[config.mk]
export PLATFORM = sky130hd
export DESIGN_NAME = dp23_gpif_tx
export DESIGN_NICKNAME = d
export VERILOG_FILES = /design/src/rtl/dp23_gpif_tx.sv
export SDC_FILE = /design/constraint.sdc
export NUM_CORES = 1
export LEC_CHECK = 0
export ABC_AREA = 1
export CORE_UTILIZATION = 50
export DETAILED_ROUTE_END_ITERATION = 7
export DONT_BUFFER_PORTS = 1
export GPL_TIMING_DRIVEN = 0
export PLACE_DENSITY = 0.74
export SLEW_MARGIN = 30
export SYNTH_ARGS = -nofsm -noshare
export SYNTH_HDL_FRONTEND = slang
export SYNTH_SLANG_ARGS = --single-unit
[constraint.sdc]
create_clock -name CLK -period 1.3 [get_ports CLK]
set_input_delay 0.26 -clock CLK [delete_from_list [all_inputs] [get_ports CLK]]
set_output_delay 0.26 -clock CLK [all_outputs]
set_load 0.02 [all_outputs]
[src/rtl/dp23_gpif_tx.sv]
// FIFO-to-FX3 GPIF II burst writer: FX3-watermark-gated bursts with a fixed-latency read pipeline.
// Optional short-packet commit on idle timeout is enabled by defining DP23_GPIF_TX_PKTEND_EN.
module dp23_gpif_tx #(
   parameter int GpifWidth     = 32,
   parameter int BurstLen      = 256,
   parameter int TimeoutCycles = 1024,
   parameter int CntWidth      = 30
) (
   input  logic                 CLK,
   input  logic                 RST,
   output logic                 dpo_rd_o,
   input  logic                 dpo_empty_i,
   input  logic [GpifWidth-1:0] dpo_dto_i,
   input  logic                 gpif_flag_i,
   output logic [GpifWidth-1:0] gpif_data_o,
   output logic                 gpif_wr_n_o,
   output logic                 gpif_pktend_n_o,
   input  logic                 rst_cnt_i,
   output logic [CntWidth-1:0]  words_sent_o,
   output logic [15:0]          pktend_count_o
);

   // state  | meaning
   // IDLE   | wait for FIFO data and FX3 watermark space
   // BURST  | issue FIFO reads, up to BurstLen per burst
   // DRAIN  | reads stopped, let in-flight words reach SLWR
   // GAP    | 4 write-free cycles covering FX3 flag latency
   // PKTEND | one-cycle PKTEND to commit a short packet
   typedef enum logic [2:0] {
      S_IDLE   = 3'd0,
      S_BURST  = 3'd1,
      S_DRAIN  = 3'd2,
      S_GAP    = 3'd3,
      S_PKTEND = 3'd4
   } state_t;

   localparam int RdW = $clog2(BurstLen + 1);

   state_t           state_q;
   state_t           state_d;
   logic [RdW-1:0]   rd_cnt_q;
   logic [1:0]       gap_cnt_q;
   logic             v1_q;
   logic             v2_q;
   logic             rd;
   logic             burst_full;
   logic             pipe_empty;
   logic [CntWidth-1:0] words_q;

   assign burst_full = (rd_cnt_q == RdW'(BurstLen));
   assign pipe_empty = !v1_q && !v2_q;
   assign dpo_rd_o   = rd && !RST;

`ifdef DP23_GPIF_TX_PKTEND_EN
   localparam int IdW = $clog2(TimeoutCycles + 1);

   logic [IdW-1:0] idle_cnt_q;
   logic [15:0]    pkt_q;

   always_ff @(posedge CLK) begin
      if (RST)
         idle_cnt_q <= '0;
      else if (state_q != S_BURST || rd)
         idle_cnt_q <= '0;
      else
         idle_cnt_q <= idle_cnt_q + 1'b1;
   end

   always_ff @(posedge CLK) begin
      if (RST || rst_cnt_i)
         pkt_q <= '0;
      else if (state_q == S_PKTEND)
         pkt_q <= pkt_q + 16'd1;
   end

   assign gpif_pktend_n_o = !(state_q == S_PKTEND && !RST);
   assign pktend_count_o  = pkt_q;
`else
   assign gpif_pktend_n_o = 1'b1;
   assign pktend_count_o  = 16'd0;
`endif

   always_comb begin
      state_d = state_q;
      rd      = 1'b0;
      case (state_q)
         S_IDLE: begin
            if (!dpo_empty_i && gpif_flag_i)
               state_d = S_BURST;
         end
         S_BURST: begin
            rd = !dpo_empty_i && !burst_full;
            if (rd && rd_cnt_q == RdW'(BurstLen - 1))
               state_d = S_DRAIN;
`ifdef DP23_GPIF_TX_PKTEND_EN
            // a timeout before any read just abandons the burst
            else if (!rd && idle_cnt_q == IdW'(TimeoutCycles - 1))
               state_d = (rd_cnt_q == '0) ? S_IDLE : S_DRAIN;
`endif
         end
         S_DRAIN: begin
            if (pipe_empty) begin
`ifdef DP23_GPIF_TX_PKTEND_EN
               state_d = (rd_cnt_q != RdW'(BurstLen)) ? S_PKTEND : S_GAP;
`else
               state_d = S_GAP;
`endif
            end
         end
         S_GAP: begin
            if (gap_cnt_q == 2'd3)
               state_d = S_IDLE;
         end
         S_PKTEND: begin
            state_d = S_GAP;
         end
         default: begin
            state_d = S_IDLE;
         end
      endcase
   end

   // v2 lines up with the FIFO data, so the SLWR register fires two cycles after the read is sampled
   always_ff @(posedge CLK) begin
      if (RST) begin
         state_q     <= S_IDLE;
         rd_cnt_q    <= '0;
         gap_cnt_q   <= 2'd0;
         v1_q        <= 1'b0;
         v2_q        <= 1'b0;
         gpif_wr_n_o <= 1'b1;
         gpif_data_o <= '0;
      end else begin
         state_q     <= state_d;
         v1_q        <= dpo_rd_o;
         v2_q        <= v1_q;
         gpif_wr_n_o <= !v2_q;
         if (v2_q)
            gpif_data_o <= dpo_dto_i;
         if (state_q == S_IDLE)
            rd_cnt_q <= '0;
         else if (rd)
            rd_cnt_q <= rd_cnt_q + 1'b1;
         if (state_q == S_GAP)
            gap_cnt_q <= gap_cnt_q + 2'd1;
         else
            gap_cnt_q <= 2'd0;
      end
   end

   always_ff @(posedge CLK) begin
      if (RST || rst_cnt_i)
         words_q <= '0;
      else if (!gpif_wr_n_o)
         words_q <= words_q + 1'b1;
   end

   assign words_sent_o = words_q;

endmodule

# Word level (Yosys, flattened, before mapping)

Index checks and enable logic that the tools add are counted.

Bits in registers: 79
Output and inout port bits: 81
Word-level logic and storage cells: 44

$add $sub $neg: 3
Equality and inequality tests: 11
Muxes and demuxes: 6
Bitwise gates (word level): 1
Reduce and logical (&&, ||, !) cells: 15

Operators with widths:

| kind                                                 | number |
|---|---|
| adder 30 x 1 -> 30 bit (second input constant)       | 1 |
| case mux 3 bit (5 select lines)                      | 1 |
| two-way mux 3 bit                                    | 4 |
| adder 9 x 1 -> 9 bit (second input constant)         | 1 |
| equality test 9 x 8 -> 1 bit (second input constant) | 1 |
| equality test 9 bit (second input constant)          | 1 |
| != test 2 bit (second input constant)                | 4 |
| equality test 3 x 2 -> 1 bit (second input constant) | 2 |
| logical AND 1 bit                                    | 5 |
| zero test 1 bit                                      | 5 |
| AND reduction 4 bit                                  | 1 |
| OR reduction 2 bit                                   | 2 |
| equality test 3 x 1 -> 1 bit (second input constant) | 1 |
| equality test 3 bit (second input constant)          | 1 |
| zero test 3 bit                                      | 1 |
| adder 2 x 1 -> 2 bit (second input constant)         | 1 |
| equality test 2 bit (second input constant)          | 1 |
| logical OR 1 bit                                     | 1 |
| two-way mux 1 bit                                    | 1 |
| inverter 1 bit                                       | 1 |

# Logic depth before layout (Yosys ltp)

Depth after elaboration: 6
Mapped depth: 10

# Worst setup path before layout

No wires, ideal clock.

Kind: register to output
From: reg rd_cnt_q[0]
To: out dpo_rd_o
Data arrival time: 1.318 ns
Required time: 1.040 ns
Path slack: -0.278 ns
Cell stages (with the launch flop): 9
Buffers on the path: 1
Cells stage by stage: dfxtp_1 inv_1 ha_1 nand2_1 nor2_1 nand2_1 nand3_1 buf_2 nor2_1

Word-level cells in the longest chain between the ends: 5

Ends and longest elaborated chain:

| what                   | line | source |
|---|---|---|
| start, declared        | 41   | `logic [RdW-1:0] rd_cnt_q;` |
| start signal, assigned | 143  | `rd_cnt_q <= rd_cnt_q + 1'b1;` |
| equality test 9 bit    | 50   | `assign burst_full = (rd_cnt_q == RdW'(BurstLen));` |
| zero test 1 bit        | 92   | `rd = !dpo_empty_i && !burst_full;` |
| logical AND 1 bit      | 92   |  |
| two-way mux 1 bit      | 86   | `case (state_q)` |
| logical AND 1 bit      | 52   | `assign dpo_rd_o = rd && !RST;` |
| end, declared          | 11   | `output logic dpo_rd_o,` |

No other way between the ends.

# Worst setup path in the final report

From: reg rd_cnt_q[1]
To: out dpo_rd_o

The elaborated chain is that of the path after synthesis.

==> results.json <==
{
  "status": "finished, violations left",
  "violations": "setup timing",
  "via_per_inst": 5.13,
  "grt_max_degree": 15,
  "drive_above_1_share_pct": 32.3,
  "synth.area.mux_share_pct": 0,
  "grt_pass1_vias": 2980,
  "synth_async_sr_flop_share_pct": 0,
  "synth_area_per_cell_um2": 7.11,
  "holdWs_ns": 0.0396,
  "syn_area_um2": 3670,
  "leakage_uw": 0.00205,
  "synth_top_family_by_area": "simple AND/OR/NAND/NOR gates",
  "htreeDepth": 3,
  "dieArea_um2": 7690,
  "port_buffers": 0,
  "synthDominantCellAreaShare_pct": 42.6,
  "routed_wl_um": 9480,
  "wl_per_cell_um": 14.2,
  "core_area_um2": 6940,
  "ff2ff_path_depth": 11,
  "max_cap_violations": 0,
  "grt_pass1_wl_um": 13400,
  "relSlewSlack_pct": 55.4,
  "fillers": 549,
  "worstSkewPairLatency_ns": 0.35,
  "seq_area_um2": 1660,
  "rrSetupSlack_ns": -0.32,
  "skew_ns": 0.0133,
  "synthToLayoutAreaGrowth_pct": 29.0,
  "hold_path_depth": 2,
  "grt_usage_pct": 22.4,
  "min_path_type": "input pin to register",
  "yosys.area_share.simple_pct": 30.7,
  "setup.worst_path.class": "register to primary output",
  "start_util_pct": 52.8,
  "fp.dieW_um": 87.7,
  "rsz0062_at_grt": "yes",
  "place_congestion": 0.839,
  "grt-ovfl-total": 0,
  "hold_viol_final": 0,
  "crit_fanout": 2,
  "vias": 3418,
  "cp.arrival_ns": 1.41,
  "clock_sinks": 78,
  "synth_ff_type": "dfxtp_1",
  "power_density_nw_per_um2": 1180,
  "cp-start-kind": "register",
  "num_io_pins": 118,
  "peakVddDrop_mv": 0.869,
  "finalCriticalPeriod_ns": 1.67,
  "fin_ws_ns": -0.374,
  "drt_iter0_markers": 143,
  "place_inst": 627,
  "synth_top_area_cell": "dfxtp_1",
  "yosys_warnings": 0,
  "preCtsSetupSlack_ns": -0.229,
  "cts_made_buffers": 9,
  "nets": 611,
  "synth_cell_type_count": 31,
  "synthCells": 516,
  "cp-end-kind": "primary output",
  "seq_area_frac_synth_pct": 42.6,
  "worst_slew_pin_slew_ns": 0.666,
  "total_power_uw": 5570,
  "synthAdderAreaFrac_pct": 3.07,
  "required_ns": 1.04,
  "synth_compound_area_share_pct": 9.58,
  "drcViolationCount": 0,
  "path_clk_slew_ns": 0.09,
  "std_cell_rows": 30,
  "setup_violations": 30,
  "ctsLongestPathBuffers": 2,
  "die-height_um": 87.7,
  "final_antenna_net_count": 0,
  "fmax_mhz": 597,
  "slew_viol_final": 0,
  "grt_antenna_before_repair": 0,
  "n_antenna_cell": 0,
  "synth_seq_cells": 78,
  "synth_edf_count": 0,
  "multi_input_area_um2": 2130,
  "root_buffer": "clkbuf_8",
  "synthXorXnorAreaFrac_pct": 3.34,
  "cts_tree": "yes",
  "period_share_pct": 129,
  "fin_cells": 666,
  "ys_top_cells_by_area": "dfxtp_1 (43%), nor2_1 (12%), nand2_1 (9.4%)",
  "dpl.hpwl_um": 5980,
  "first_pass_iters": 7
}
worst paths after layout:
kind                                    start         endpoint
worst max-delay path              rd_cnt_q[1]         dpo_rd_o
worst min-delay path            dpo_dto_i[30]  gpif_data_o[30]
worst max register to register    rd_cnt_q[1]       state_q[0]
worst min register to register           v1_q             v2_q
cell usage in the layout, fill, tap and decap left out, types with 11 or more instances in the layout:
master,count
nand2_1,61
nand3_2,12
nand2_2,24
inv_1,44
nor2_4,15
a21oi_1,17
dfxtp_4,21
dfxtp_2,13
dfxtp_1,44
nand3_1,11
buf_4,33
o21ai_0,40
conb_1,17
nor2_1,108
metal layers:
layer	share of wire, %	GRT usage [%]	up-vias
met2	53	39.9	107
met3	5.9	5.75	16
li1	-	-	1687
met5	0	0	-
met4	1.6	7.60	0
met1	39	26.0	1608
report_power, final:
| part | total, uW | switching [uW] | internal [uW] |
|---|---|---|---|
| logic | 885 | 531 | 354 |
| registers | 2630 | 171 | 2460 |
| clock network | 2060 | 960 | 1100 |
| total | 5570 | 1660 | 3910 |
critical path, cell delays in order, from the launching register on:
cell and delay (ns):
dfxtp_4 0.36, inv_4 0.04, ha_4 0.15, nand2_2 0.05
nor2_2 0.03, nand2_1 0.08, nand3_2 0.08, buf_6 0.13
nor2_4 0.14
metrics by stage:
step                cell area, um^2  util, %  TNS, ns
CTS                            4400     63.4    -2.30
floorplan                      3820        -   -0.257
global route                   4740     68.2    -6.47
finish                         4740     68.2    -3.98
global placement               3950     56.8    -3.59
detailed placement             3950     56.8    -4.45
flip-flops by register name (all words and copies together) (netlist names):
register and cells:
gap_cnt_q 2, gpif_data_o 32, gpif_wr_n_o 1, rd_cnt_q 9
state_q 2, v1_q 1, v2_q 1, words_sent_o 30
timing repair:
action / 4_1_cts / 5_1_grt
pin swaps: 17 / 41
hold buffers: 1 / 0
endpoints found under the setup margin: 31 / 49
buffers inserted: 11 / 11
resized for setup: 53 / 81
endpoints found under the hold margin: 3 / 0
synthesized netlist by cell type, types with 4 or more instances:
library cell  instances
nor3_1                6
nand4_1               7
a21oi_1              19
clkbuf_1              9
o21ai_0              44
nor2_2                5
inv_1                51
dfxtp_1              78
nand3_1              22
xnor2_1               4
nand2_1              92
nor2_1              121
xor2_1               10
buf_4                17
ha_1                  9
area by class of cell:
cell class	instances	area share (%)
Sequential cell	78	35.0
Clock inverter	6	1.96
Multi-Input combinational cell	371	45.1
Inverter	52	4.36
Buffer	30	4.23
Clock buffer	10	2.69
Tap cell	96	2.54
Timing Repair Buffer	23	4.17
cell families (layout without fill, tap and decap cells):
family,Yosys count,after routing
simple gates,263,263
buf+inv,82,121
flops,78,78
compound gates,68,68
xor+xnor,14,14
fa+ha+maj,9,9
other cells,2,17
(Power assumes the default switching activity.)
